--- src/rtl/map_pkg.sv ---
// Shared constants, FSM state encoding and row-address helper for the tile-map scheduler.
package map_pkg;

  localparam int         MAP_COLS  = 28;
  localparam int         MAP_ROWS  = 10;
  localparam int         V_LAST    = 524;
  localparam logic [4:0] TILE_NONE = 5'd31;

  typedef enum logic [1:0] {
    S_IDLE  = 2'd0,
    S_FETCH = 2'd1,
    S_WRITE = 2'd2
  } state_t;

  // y*28 as (y<<5) - (y<<2) in 9-bit unsigned arithmetic.
  function automatic logic [8:0] row_base(input logic [3:0] y);
    logic [8:0] w_y;
    w_y = {5'd0, y};
    return (w_y << 5) - (w_y << 2);
  endfunction

endpackage

--- src/rtl/map_line_buf.sv ---
// Two-bank, 28-entry x 5-bit register line buffer: one write port, one combinational read port.
module map_line_buf (
  input  logic       i_clk,
  input  logic       i_rst_n,
  input  logic       i_wr_en,
  input  logic       i_wr_bank,
  input  logic [4:0] i_wr_col,
  input  logic [4:0] i_wr_data,
  input  logic       i_rd_bank,
  input  logic [4:0] i_rd_col,
  output logic [4:0] o_rd_data
);
  import map_pkg::*;

  logic [4:0] r_buf [2][MAP_COLS];

  always_ff @(posedge i_clk or negedge i_rst_n) begin
    if (!i_rst_n) begin
      for (int b = 0; b < 2; b++) begin
        for (int c = 0; c < MAP_COLS; c++) begin
          r_buf[b][c] <= '0;
        end
      end
    end else if (i_wr_en && (i_wr_col < 5'(MAP_COLS))) begin
      r_buf[i_wr_bank][i_wr_col] <= i_wr_data;
    end
  end

  always_comb begin
    o_rd_data = '0;
    if (i_rd_col < 5'(MAP_COLS)) o_rd_data = r_buf[i_rd_bank][i_rd_col];
  end

endmodule

--- src/rtl/map_tile_sched.sv ---
// Tile-map scheduler: prefetches the next map row into a line-buffer bank during hblank
// and arbitrates game-logic tile writes into the layout memory between fetches.
module map_tile_sched (
  input  logic       Clk,
  input  logic       Reset_n,
  input  logic [9:0] DrawX,
  input  logic [9:0] DrawY,
  input  logic       hblank,
  output logic [8:0] mem_addr,
  input  logic [4:0] mem_rdata,
  output logic       mem_we,
  output logic [4:0] mem_wdata,
  input  logic       wr_req,
  input  logic [4:0] wr_x,
  input  logic [3:0] wr_y,
  input  logic [4:0] wr_tile,
  output logic       wr_ack,
  output logic [4:0] tile_code,
  output logic       fetch_late,
  output logic [1:0] dbg_state
);
  import map_pkg::*;

  state_t     r_state;
  logic       r_hblank_d;
  logic [3:0] r_row;
  logic [4:0] r_col;

  logic       w_hb_rise;
  logic       w_trig;
  logic [3:0] w_trig_row;
  logic       w_wr_ok;
  logic       w_late_pos;
  logic       w_buf_we;
  logic [4:0] w_buf_col;
  logic [4:0] w_rd_data;

  assign w_hb_rise  = hblank & ~r_hblank_d;
  assign w_wr_ok    = (wr_x < 5'(MAP_COLS)) && (wr_y < 4'(MAP_ROWS));
  assign w_late_pos = (r_state == S_FETCH) && (DrawX == 10'd0) &&
                      (DrawY == {3'd0, r_row, 3'd0});
  assign dbg_state  = r_state;

  // Last scanline of a row band prefetches the next band; the frame's last line prefetches row 0.
  always_comb begin
    w_trig     = 1'b0;
    w_trig_row = 4'd0;
    if (w_hb_rise) begin
      if (DrawY == 10'(V_LAST)) begin
        w_trig = 1'b1;
      end else if ((DrawY[2:0] == 3'd7) && (DrawY[9:3] < 7'(MAP_ROWS - 1))) begin
        w_trig     = 1'b1;
        w_trig_row = DrawY[6:3] + 4'd1;
      end
    end
  end

  // wr_req/wr_ack: the requester holds wr_req and its fields stable until it sees wr_ack,
  // a single-cycle pulse in the WRITE cycle; wr_req must drop on the edge that ends that cycle.
  always_ff @(posedge Clk or negedge Reset_n) begin
    if (!Reset_n) begin
      r_state    <= S_IDLE;
      r_hblank_d <= 1'b0;
      r_row      <= 4'd0;
      r_col      <= 5'd0;
      mem_addr   <= 9'd0;
      mem_we     <= 1'b0;
      mem_wdata  <= 5'd0;
      wr_ack     <= 1'b0;
      fetch_late <= 1'b0;
    end else begin
      r_hblank_d <= hblank;
      mem_we     <= 1'b0;
      wr_ack     <= 1'b0;
      mem_addr   <= 9'd0;
      if (w_late_pos || ((r_state == S_FETCH) && w_trig)) fetch_late <= 1'b1;
      case (r_state)
        S_IDLE: begin
          if (w_trig) begin
            r_state  <= S_FETCH;
            r_row    <= w_trig_row;
            r_col    <= 5'd0;
            mem_addr <= row_base(w_trig_row);
          end else if (wr_req) begin
            r_state   <= S_WRITE;
            wr_ack    <= 1'b1;
            mem_we    <= w_wr_ok;
            mem_wdata <= wr_tile;
            if (w_wr_ok) mem_addr <= row_base(wr_y) + {4'd0, wr_x};
          end
        end
        S_FETCH: begin
          // r_col counts issued addresses; data for column r_col-1 arrives this cycle.
          r_col <= r_col + 5'd1;
          if (r_col < 5'(MAP_COLS - 1)) mem_addr <= row_base(r_row) + 9'(r_col) + 9'd1;
          if (r_col == 5'(MAP_COLS)) begin
            r_state <= S_IDLE;
            r_col   <= 5'd0;
          end
        end
        S_WRITE: r_state <= S_IDLE;
        default: r_state <= S_IDLE;
      endcase
    end
  end

  assign w_buf_we  = (r_state == S_FETCH) && (r_col != 5'd0);
  assign w_buf_col = r_col - 5'd1;

  map_line_buf u_line_buf (
    .i_clk     (Clk),
    .i_rst_n   (Reset_n),
    .i_wr_en   (w_buf_we),
    .i_wr_bank (r_row[0]),
    .i_wr_col  (w_buf_col),
    .i_wr_data (mem_rdata),
    .i_rd_bank (DrawY[3]),
    .i_rd_col  (DrawX[7:3]),
    .o_rd_data (w_rd_data)
  );

  assign tile_code = ((DrawX < 10'(MAP_COLS * 8)) && (DrawY < 10'(MAP_ROWS * 8))) ?
                     w_rd_data : TILE_NONE;

endmodule

--- config.mk ---
export PLATFORM = sky130hd
export DESIGN_NAME = map_tile_sched
export DESIGN_NICKNAME = d
export VERILOG_FILES = /design/src/rtl/map_pkg.sv /design/src/rtl/map_line_buf.sv /design/src/rtl/map_tile_sched.sv
export SDC_FILE = /design/constraint.sdc
export NUM_CORES = 1
export LEC_CHECK = 0
export CORE_ASPECT_RATIO = 0.5
export CORE_MARGIN = 2
export CORE_UTILIZATION = 26
export CTS_BUF_LIST = sky130_fd_sc_hd__clkbuf_4 sky130_fd_sc_hd__clkbuf_8 sky130_fd_sc_hd__clkbuf_16
export DETAILED_ROUTE_END_ITERATION = 8
export GPL_ROUTABILITY_DRIVEN = 0
export PLACE_DENSITY = 0.53
export REMOVE_ABC_BUFFERS = 1
export SLEW_MARGIN = 20
export SYNTH_ARGS = -nofsm -noshare
export SYNTH_HDL_FRONTEND = slang
export SYNTH_SLANG_ARGS = --single-unit
--- constraint.sdc ---
create_clock -name Clk -period 2.7 [get_ports Clk]
set_input_delay 0.54 -clock Clk [delete_from_list [all_inputs] [get_ports Clk]]
set_output_delay 0.54 -clock Clk [all_outputs]
set_load 0.005 [all_outputs]
==> results.md, run 1 <==
| Step | Result | Reported |
|---|---|---|
| run status | Outcome | finished, violations left |
| run status | Violated checks | negative setup slack |
| timing | Hold Slack | 0.4845 ns |
| timing | Highest Clock Rate | 330.9 MHz |
| timing | Normalized max-slew margin | 33.01% |
| floorplan | Total core area | 57870 um^2 |
| setup path | Maximum net fanout on the critical path | 2 |
| timing | Total count of hold-check failures in the final report | 0 |
| synthesis | Main synth FF type | sky130_fd_sc_hd__dfrtp_1 |
| route | Via count | 9959 |
| synthesis | Yosys reg bits | 309 |
| clocking | Number of buffers inserted during clock tree synthesis | 35 |
| worst hold path | Min-delay src | u_line_buf.r_buf[98] |
| grt | Via count of the first global-routing pass | 10760 |
| final layout | Most common library cell in the layout ignoring fill and taps | sky130_fd_sc_hd__dfrtp_1 |
| floorplan | Ports | 67 |
| place | Pre-CTS WS | -0.9550 ns |
| clocking | Max Buffers Root-to-Sink | 3 |
| flow run | MaxCap Viol Count | 0 |
| grt | Pin count of the biggest net entering global routing | 69 |
| clocking | Clock Pin Slew Worst Setup and Hold Paths | 0.06 ns |
| synthesis | Warnings, synthesis | 0 |
| synthesis | Area share of fa/ha/maj cells after synthesis | 1.875% |
| synthesis | Count of flip-flops with a built-in enable after synthesis | 0 |
| floorplan | Chip Width | 347.6 um |
| synthesis | Average cell area after synthesis | 13.80 um^2 |
| final layout | Post-layout instance area | 19020 um^2 |
| final layout | Commonest cells after routing, fill and taps aside | 309 x sky130_fd_sc_hd__dfrtp_1, 274 x sky130_fd_sc_hd__mux2_2, 88 x sky130_fd_sc_hd__buf_4 |
| synthesis | Post-Synth Simple-Gate Area | 7.581% |
| place | DP Area | 17460 um^2 |
| setup path | Startpoint Class | flop |
| floorplan | Die area | 61120 um^2 |
| timing | Final clock skew | 0.01879 ns |
| synthesis | Cells after synthesis | 1112 |
| place | Post-DP HPWL | 29.28 mm |
| route | Initial DRC count | 742 |
| clocking | Clock latency reported for the late side of the worst-skew pair | 0.53 ns |
| floorplan | Starting utilization of the core area | 26.52% |
| final layout | Synth-to-Final Area Change | 23.88% |
| setup path | Endpoint type of the worst setup path | output pin |
| timing | Fraction of the cycle the final worst path needs | 111.9% |
| grt | Wire length of the first global-routing pass | 65.35 mm |
| synthesis | Number of unique standard cell types used by synthesis | 65 |
| setup path | Crit Path Category | reg -> out |
| timing | Max-slew violation count | 0 |
| synthesis | Post-synth design cell area | 15350 um^2 |
| route | TritonRoute pass-1 iters | 5 |
| timing | Setup repair after global routing missed its margin | yes |
| power | P_leak | 8.276 nW |
| clocking | Number of clock sinks seen by CTS | 309 |
| route | DRT antenna net count | 0 |
| final layout | Antenna diode count | 0 |
| worst hold path | Worst min-delay path category | reg -> reg |
| timing | Min Clock Period, post-route | 3.022 ns |
| clocking | CTS tree | done |
| synthesis | Post-synthesis compound-gate area fraction | 4.605% |
| setup path | Start of the worst register-to-register path | r_col[0] |
| synthesis | Post-synth ARST share | 100.0% |
| power | Pwr per Cell Area | 605.0 nW/um^2 |
| timing | Post-route worst setup slack | -0.3218 ns |
| timing | Final-layout setup total negative slack | -1.386 ns |
| grt | Antenna violations before repair | 0 |
| setup path | Worst Path Arrival | 2.48 ns |
| final layout | Number of nets at the end of the flow | 1325 |
| timing | Final setup violating endpoints | 5 |
| power | Overall power | 11.50 mW |
| route | Wire length reported by the detailed router | 41.54 mm |
| final layout | Ratio of cells with drive above 1 in the final layout | 48.32% |
| floorplan | Chip height | 175.8 um |
| clocking | H-tree levels | 2 |
| place | Count of port buffers added during placement | 66 |
| setup path | Critical Path RT | 2.16 ns |
| grt | Overflow left after global routing | 0 |
| route | Routed WL per cell | 20.27 um |
| floorplan | Row Count | 62 |
| route | Average via count per standard cell | 4.860 |
| power | Maximum vdd ir drop | 0.3045 mV |
| route | Total DRC errors in the routed layout | 0 |
| grt | Global-route total usage across every layer | 13.85% |
| timing | Worst Tran Pin Value | 1.001 ns |
| clocking | Clock root cell | sky130_fd_sc_hd__clkbuf_16 |
| synthesis | Xor/xnor share of the synthesized area | 1.084% |
| synthesis | Proportion of synthesized chip area in sequential cells | 50.37% |
| setup path | Worst setup startpoint | u_line_buf.r_buf[220] |
| synthesis | Share of synthesized area spent on multiplexers | 32.29% |
| synthesis | Combinational family with the most area after synthesis | multiplexers |
[worst paths after layout]
| kind | cells past startpoint | to | slack (ns) |
|---|---|---|---|
| max reg2reg | 8 | u_line_buf.r_buf[37] | 0.10 |
| max | 5 | tile_code[0] | -0.32 |
| min in group asynchronous | 2 | mem_we | 0.56 |
| max in group asynchronous | 3 | u_line_buf.r_buf[192] | 1.31 |
| min | 1 | u_line_buf.r_buf[98] | 0.48 |
| min reg2reg | 1 | u_line_buf.r_buf[98] | 0.48 |
[logic make-up after synthesis]
family	after synthesis
buf+inv	82
simple gates	201
mux	372
xor+xnor	19
fa+ha+maj	23
compound gates	106
flops	309
[sequential cells by signal, indices dropped and copies added (netlist names)]
signal / flops
mem_wdata: 5
wr_ack: 1
fetch_late: 1
r_hblank_d: 1
r_col: 5
dbg_state: 2
r_row: 4
u_line_buf.r_buf: 280
mem_addr: 9
mem_we: 1
[layer usage]
metal | up-vias | global-route usage [%] | wire [um]
li1 | 4399 | - | -
met1 | 5272 | 18.93 | 19170
met2 | 223 | 22.11 | 19270
met3 | 65 | 2.732 | 2102
met4 | 0 | 4.455 | 1001
met5 | - | 0 | 0
[critical path, cell delays in order, from the launching register on]
cell and delay, ns:
sky130_fd_sc_hd__dfrtp_1 0.38, sky130_fd_sc_hd__mux4_2 0.47, sky130_fd_sc_hd__a22oi_2 0.25, sky130_fd_sc_hd__nand4_1 0.24, sky130_fd_sc_hd__a2111o_1 0.46, sky130_fd_sc_hd__buf_2 0.15
[report_power, final]
group	switching, mW	total, mW	internal [mW]
combinational	1.04	1.84	0.803
sequential	0.0995	4.90	4.80
clock	1.92	4.76	2.84
[cell type report]
class                      instances  area [um^2]
clock buffer                      52         1072
clock inverter                     7        70.07
fill                            5676        38850
inverter                          19        72.57
multi-input combinational        721         7495
sequential                       309         7732
tap                              768        960.9
timing repair buffer             173         1613
[through the flow]
stage,util (%),instances
floorplan,-,1049
global placement,30.17,1970
detailed placement,30.17,1970
CTS,32.68,2048
global route,32.86,2049
finish,32.86,2049
[synthesized netlist by cell type, types with 14 or more instances]
cell type                    n  share of area (%)
sky130_fd_sc_hd__inv_1      18               0.44
sky130_fd_sc_hd__ha_1       23                1.9
sky130_fd_sc_hd__nor2_1     31               0.76
sky130_fd_sc_hd__a21oi_1    17               0.55
sky130_fd_sc_hd__nand3_1    14               0.46
sky130_fd_sc_hd__clkbuf_1   40               0.98
sky130_fd_sc_hd__o21ai_0    28               0.91
sky130_fd_sc_hd__dfrtp_1   309                 50
sky130_fd_sc_hd__mux4_2     70                 10
sky130_fd_sc_hd__mux2i_1    17                1.1
sky130_fd_sc_hd__nor2_2     24               0.98
sky130_fd_sc_hd__nand2_1    49                1.2
sky130_fd_sc_hd__mux2_2    274                 20
sky130_fd_sc_hd__buf_2      19               0.62
[repair_timing]
item	in CTS	in global routing
buffers inserted	17	1
hold buffers	1	0
endpoints found under the hold margin	25	0
resized for setup	58	24
cloned	1	0
setup endpoints to repair	35	134
pin swaps	19	6
Note: power is estimated with default switching activity, not from simulation.
==> run 2: changes to the inputs <==
- GPL_TIMING_DRIVEN: default -> 0
==> run 2 against run 1 <==
  * The run still ends with negative setup slack left
  * Sequential share of layout area rose by 0.48 points
  * Wire length fell by 4.8%
  * Global-route usage fell by 0.85 points
  * Hold slack got worse by 0.026 ns
  * Design area fell by 1.1%
  * Critical endpoint is now tile_code[4]
  * Highest routed layer unchanged
==> results.md, run 2 (same netlist as run 1, synthesis figures left out) <==
| Step | Result | Reported |
|---|---|---|
| run status | Outcome | finished, violations left |
| run status | Violated checks | negative setup slack |
| timing | Final clock skew | 0.02248 ns |
| final layout | Synth-to-Final Area Change | 22.53% |
| setup path | Cell-by-cell listing of the critical path | buf_16, buf_12, buf_12, mux4_2, mux2i_1, o22ai_1, a2111o_1, buf_2 |
| final layout | Final core occ | 32.50% |
| power | P_leak | 8.036 nW |
| route | Detail Route met3 WL | 1.454 mm |
| power | Net switching share of the total power | 26.47% |
| route | DRT antenna net count | 0 |
| final layout | Ratio of cells with drive above 1 in the final layout | 46.99% |
| worst hold path | Worst min-delay path category | in -> async |
| clocking | H-tree levels | 2 |
| grt | Wire length of the first global-routing pass | 61.62 mm |
| clocking | Clock Pin Slew Worst Setup and Hold Paths | 0.05 ns |
| setup path | Worst Path Arrival | 2.55 ns |
| floorplan | Ports | 67 |
| floorplan | Die area | 61120 um^2 |
| timing | Min Clock Period, post-route | 3.089 ns |
| route | Via count | 9563 |
| final layout | Most common library cell in the layout ignoring fill and taps | sky130_fd_sc_hd__dfrtp_1 |
| timing | Final setup violating endpoints | 5 |
| route | Routed met1 length | 17.92 mm |
| power | Sequential group share of total power | 43.8% |
| floorplan | Chip height | 175.8 um |
| route | Wire length reported by the detailed router | 39.53 mm |
| timing | Total count of hold-check failures in the final report | 0 |
| clocking | Clock latency reported for the late side of the worst-skew pair | 0.53 ns |
| place | Post-DP HPWL | 26.77 mm |
| place | Count of port buffers added during placement | 66 |
| clocking | Clock root cell | sky130_fd_sc_hd__clkbuf_16 |
| power | Combinational power share | 15.3% |
| setup path | Crit Path Category | in -> out |
| power | Reported net switching power | 2.988 mW |
| clocking | CTS tree | done |
| final layout | Largest register FFs | 280 |
| final layout | Post-layout instance area | 18810 um^2 |
| setup path | Cell repeated most along the worst path | sky130_fd_sc_hd__buf_12 |
| final layout | Antenna diode count | 0 |
| power | Overall power | 11.29 mW |
| floorplan | Total core area | 57870 um^2 |
| final layout | Register bank with the most flops | u_line_buf.r_buf |
| clocking | Max Buffers Root-to-Sink | 3 |
| grt | Pin count of the biggest net entering global routing | 106 |
| grt | Overflow left after global routing | 0 |
| route | Detailed-routed wire length on met2 | 19.02 mm |
| timing | Post-route worst setup slack | -0.3887 ns |
| floorplan | Chip Width | 347.6 um |
| power | Clk pwr share | 41.0% |
| grt | Global-route total usage across every layer | 13.00% |
| place | DP Area | 16960 um^2 |
| setup path | Cell count along the critical path | 8 |
| route | Routed WL per cell | 19.98 um |
| setup path | Worst r2r path cells | 8 |
| power | Internal Power | 8.301 mW |
| final layout | Number of nets at the end of the flow | 1254 |
| setup path | Endpoint type of the worst setup path | output pin |
| setup path | Buf/Inv on CP | 4 |
| final layout | Commonest cells after routing, fill and taps aside | 305 x sky130_fd_sc_hd__dfrtp_1, 274 x sky130_fd_sc_hd__mux2_2, 70 x sky130_fd_sc_hd__mux4_2 |
| floorplan | Row Count | 62 |
| setup path | Maximum net fanout on the critical path | 7 |
| timing | Fraction of the cycle the final worst path needs | 114.4% |
| setup path | Startpoint Class | input port |
| clocking | Number of buffers inserted during clock tree synthesis | 35 |
| setup path | Worst setup startpoint | DrawY[3] |
| timing | Highest Clock Rate | 323.8 MHz |
| route | Initial DRC count | 559 |
| setup path | Cell with the largest stage delay on the worst path | sky130_fd_sc_hd__mux4_2 |
| floorplan | Starting utilization of the core area | 26.52% |
| setup path | CP delay by family, top | multiplexers |
| setup path | Worst stage delay on the critical path | 0.48 ns |
| route | TritonRoute pass-1 iters | 4 |
| grt | Via count of the first global-routing pass | 10370 |
| place | Pre-CTS WS | -1.542 ns |
| grt | Antenna violations before repair | 0 |
| power | Maximum vdd ir drop | 0.3307 mV |
| timing | Max-slew violation count | 0 |
| timing | Setup repair after global routing missed its margin | yes |
| route | Max Used Layer | met4 |
| final layout | Regs by FF count | u_line_buf.r_buf: 280 flops, mem_addr: 9 flops |
| timing | Hold Slack | 0.4584 ns |
| clocking | Number of clock sinks seen by CTS | 309 |
| timing | Normalized max-slew margin | 26.81% |
| setup path | Critical Path RT | 2.16 ns |
| timing | Worst Tran Pin Value | 1.086 ns |
| power | Pwr per Cell Area | 600.2 nW/um^2 |
| setup path | Start of the worst register-to-register path | r_col[0] |
| flow run | MaxCap Viol Count | 0 |
| route | Total DRC errors in the routed layout | 0 |
| route | Average via count per standard cell | 4.832 |
run 2: power by group through the flow:
stage	Sequential (mW)	Clock, mW	Combinational, mW
2_1_floorplan	5.00	0	0.865
3_3_place_gp	5.04	0	1.48
3_5_place_dp	5.05	0	1.53
4_1_cts	4.94	4.74	1.69
5_1_grt	4.96	4.95	1.86
6_report	4.94	4.62	1.72
run 2: worst reg2reg max path: cells and delay by family (launching register included):
| kind | cells | cell delay, ns |
|---|---|---|
| mux | 1 | 0.36 |
| buf+inv | 1 | 0.12 |
| flops | 1 | 0.42 |
| simple gates | 4 | 1.17 |
| fa+ha+maj | 1 | 0.30 |
| compound gates | 1 | 0.16 |
run 2: layout make-up:
| type | instances | area [um^2] |
|---|---|---|
| Inverter | 19 | 76.32 |
| Fill cell | 5630 | 39060 |
| Sequential cell | 309 | 7737 |
| Clock buffer | 52 | 1071 |
| Tap cell | 768 | 960.9 |
| Clock inverter | 8 | 57.56 |
| Timing Repair Buffer | 102 | 1306 |
| Multi-Input combinational cell | 721 | 7599 |
run 2: final timing paths:
kind                       slack [ns]                     to
min in group Clk                 0.48             fetch_late
max reg2reg                      0.07  u_line_buf.r_buf[172]
max                             -0.39           tile_code[4]
min                              0.46                 mem_we
max in group asynchronous        1.03  u_line_buf.r_buf[184]
min reg2reg                      0.48             fetch_late
run 2: stage by stage:
stage	instances	TNS, ns
after global routing	1979	-1.946
after detailed placement	1894	-104.41
after floorplan	1049	0
final	1979	-1.539
after global placement	1883	-3792.51
after CTS	1972	-2.065
run 2: timing repair:
| action | in CTS | in global routing |
|---|---|---|
| pin swaps | 17 | 18 |
| hold endpoints to repair | 15 | 0 |
| buffers inserted | 11 | 7 |
| setup endpoints to repair | 288 | 110 |
| hold buffers | 1 | 0 |
| resized for setup | 77 | 45 |
| gates cloned | 6 | 0 |
run 2: per-layer routing:
layer	vias to the layer above	track usage, %
li1	4261	-
met1	5050	17.17
met2	180	21.86
met3	72	2.139
met4	0	4.113
met5	-	0
==> run 3: changes to the inputs <==
- CORE_UTILIZATION: 26 -> 40
- PLACE_DENSITY: 0.53 -> 0.7
==> run 3 against run 2 <==
  * The run still ends with negative setup slack left
  * Count of clock-buffer cells in the layout shrank 11
  * Critical path depth shrank 3
  * Sequential power is essentially flat
  * Fmax grew 2.0%
  * Flip-flop and latch count is the same
  * Sequential share of layout area grew 1.1 points
  * Hold slack lost 0.44 ns
  * Design area shrank 2.6%
  * Global-route usage grew 6.1 points
  * First-iteration DRC count grew 43%
==> results.md, run 3 (same netlist as run 1, synthesis figures left out) <==
| Step | Result | Reported |
|---|---|---|
| run status | Outcome | finished, violations left |
| run status | Violated checks | negative setup slack |
| clocking | Number of clock sinks seen by CTS | 309 |
| final layout | Antenna diode count | 0 |
| clocking | Clock latency reported for the late side of the worst-skew pair | 0.56 ns |
| final layout | Register cell area after layout | 7737 um^2 |
| grt | Overflow left after global routing | 0 |
| timing | Highest Clock Rate | 330.3 MHz |
| setup path | Critical Path RT | 2.16 ns |
| setup path | Cell count along the critical path | 5 |
| final layout | Ratio of cells with drive above 1 in the final layout | 45.90% |
| clocking | H-tree levels | 1 |
| setup path | Cell with the largest stage delay on the worst path | sky130_fd_sc_hd__mux4_2 |
| power | Maximum vdd ir drop | 0.5172 mV |
| timing | Post-route worst setup slack | -0.3275 ns |
| grt | Global-route total usage across every layer | 19.06% |
| setup path | Cell-by-cell listing of the critical path | mux4_2, a22oi_2, nand4_1, a2111o_1, buf_2 |
| route | Via count | 9611 |
| setup path | Endpoint type of the worst setup path | output pin |
| clocking | Clock root cell | sky130_fd_sc_hd__clkbuf_16 |
| floorplan | Row Count | 50 |
| timing | Fraction of the cycle the final worst path needs | 112.1% |
| grt | Pin count of the biggest net entering global routing | 109 |
| final layout | Most common library cell in the layout ignoring fill and taps | sky130_fd_sc_hd__dfrtp_1 |
| route | TritonRoute pass-1 iters | 5 |
| final layout | Register bank with the most flops | u_line_buf.r_buf |
| final layout | Regs by FF count | u_line_buf.r_buf: 280 flops, mem_addr: 9 flops |
| setup path | Worst Path Arrival | 2.49 ns |
| setup path | Setup slack of the worst register-to-register path | 0.09 ns |
| final layout | Filler cell count in the final layout | 3128 |
| final layout | Commonest cells after routing, fill and taps aside | 305 x sky130_fd_sc_hd__dfrtp_1, 274 x sky130_fd_sc_hd__mux2_2, 70 x sky130_fd_sc_hd__mux4_2 |
| route | DRT antenna net count | 0 |
| timing | Final setup violating endpoints | 5 |
| power | P_leak | 7.935 nW |
| timing | Normalized max-slew margin | 47.91% |
| grt | Via count of the first global-routing pass | 10270 |
| timing | Final-layout setup total negative slack | -1.480 ns |
| setup path | Worst r2r dst | u_line_buf.r_buf[207] |
| clocking | Clock Pin Slew Worst Setup and Hold Paths | 0.07 ns |
| timing | Max-slew violation count | 0 |
| setup path | Worst r2r path cells | 8 |
| clocking | Number of hold buffers added after CTS | 0 |
| setup path | CP delay by family, top | compound AO/OA/AOI/OAI gates |
| route | Average via count per standard cell | 5.607 |
| timing | Setup repair after global routing missed its margin | yes |
| flow run | MaxCap Viol Count | 0 |
| floorplan | Starting utilization of the core area | 40.83% |
| floorplan | Ports | 67 |
| floorplan | Die area | 40050 um^2 |
| route | Routed WL per cell | 21.81 um |
| clocking | Number of buffers inserted during clock tree synthesis | 29 |
| setup path | Worst setup startpoint | u_line_buf.r_buf[224] |
| setup path | Maximum net fanout on the critical path | 2 |
| final layout | Area of the multi-input gates | 7579 um^2 |
| setup path | Buf/Inv on CP | 1 |
| floorplan | Total core area | 37600 um^2 |
| timing | Worst Tran Pin Value | 0.7813 ns |
| timing | Min Clock Period, post-route | 3.028 ns |
| place | Post-Place Cells | 1645 |
| route | Wire length reported by the detailed router | 37.39 mm |
| grt | Wire length of the first global-routing pass | 59.28 mm |
| final layout | Final core occ | 48.74% |
| grt | Antenna violations before repair | 0 |
| power | Pwr per Cell Area | 616.2 nW/um^2 |
| setup path | Startpoint Class | flop |
| setup path | Crit Path Category | reg -> out |
| worst hold path | Worst min-delay path category | in -> async |
| floorplan | Chip Width | 281.0 um |
| clocking | CTS tree | done |
| final layout | Final instance count without filler cells | 1714 |
| timing | Total count of hold-check failures in the final report | 0 |
| timing | Final clock skew | 0.009230 ns |
| setup path | Start of the worst register-to-register path | r_col[0] |
| setup path | Worst stage delay on the critical path | 0.47 ns |
| floorplan | Chip height | 142.5 um |
| route | Initial DRC count | 798 |
| route | Total DRC errors in the routed layout | 0 |
| final layout | Number of nets at the end of the flow | 1238 |
| setup path | Worst Setup EP | tile_code[4] |
| final layout | Largest register FFs | 280 |
| place | Post-DP HPWL | 24.54 mm |
| clocking | Max Buffers Root-to-Sink | 3 |
| place | Count of port buffers added during placement | 66 |
| final layout | Synth-to-Final Area Change | 19.38% |
run 3: cell count changes in the layout (fill, tap and decap cells not counted), sizes merged, moves of 2 or more:
| cell | before | now |
|---|---|---|
| dlygate4sd2 | 2 | 0 |
| clkbuf | 52 | 42 |
| bufinv | 0 | 6 |
| clkdlybuf4s15 | 1 | 4 |
| clkinv | 7 | 5 |
| buf | 46 | 36 |
run 3: worst register-to-register path, cell delays in order, from the launching register on:
cell	delay (ns)
sky130_fd_sc_hd__dfrtp_2	0.42
sky130_fd_sc_hd__inv_1	0.15
sky130_fd_sc_hd__ha_4	0.22
sky130_fd_sc_hd__or4b_2	0.62
sky130_fd_sc_hd__o211ai_2	0.16
sky130_fd_sc_hd__nor3_4	0.12
sky130_fd_sc_hd__and2_4	0.23
sky130_fd_sc_hd__nand2_1	0.22
sky130_fd_sc_hd__mux2_2	0.37
run 3: how the worst min path moves through the flow:
stage                            to  cells after the start                 start  slack, ns
5_1_grt                 mem_addr[3]                      1               Reset_n       0.09
3_5_place_dp             fetch_late                      1            fetch_late       0.47
3_3_place_gp   u_line_buf.r_buf[20]                      1  u_line_buf.r_buf[20]       0.46
6_report                mem_addr[3]                      1               Reset_n       0.02
2_1_floorplan          dbg_state[0]                      0               Reset_n       0.24
4_1_cts                 mem_addr[3]                      1               Reset_n       0.04
run 3: repair_timing:
item	in CTS	in global routing
setup buffers	9	1
pin swaps	20	5
gates cloned	5	1
gates resized for setup	78	32
setup endpoints to repair	288	147
run 3: metal layers:
layer	track usage (%)	part of all wire [%]	routed length (um)	vias to the layer above
li1	-	-	-	4234
met1	25.88	45	16920	5071
met2	32.38	48	18080	223
met3	2.282	3.4	1268	83
met4	5.516	3.0	1111	0
met5	0	0	0	-
run 3: layout make-up:
cell class / instances / area share [%]
inverter: 19 / 0.4165
clock buffer: 41 / 4.793
multi-input combinational: 721 / 41.36
tap: 520 / 3.551
clock inverter: 12 / 1.174
timing repair buffer: 92 / 6.480
sequential: 309 / 42.23
run 3: power breakdown:
group,internal [mW],leakage (nW),switching [mW],total (mW)
Sequential,4.80,4.05,0.139,4.94
Combinational,0.741,3.35,0.986,1.73
Clock,2.83,0.539,1.80,4.62
Total,8.37,7.93,2.92,11.3
run 3: metrics by stage:
step / hold slack [ns] / power (mW) / area (um^2) / worst slack [ns]
2_1_floorplan: 0.2444 / 5.861 / 15080 / 0.06529
3_3_place_gp: 0.4629 / 6.489 / 16400 / -11.27
3_5_place_dp: 0.4733 / 6.546 / 16610 / -1.503
4_1_cts: 0.04409 / 11.27 / 18150 / -0.3364
5_1_grt: 0.09085 / 11.69 / 18320 / -0.3448
6_report: 0.02338 / 11.29 / 18320 / -0.3275
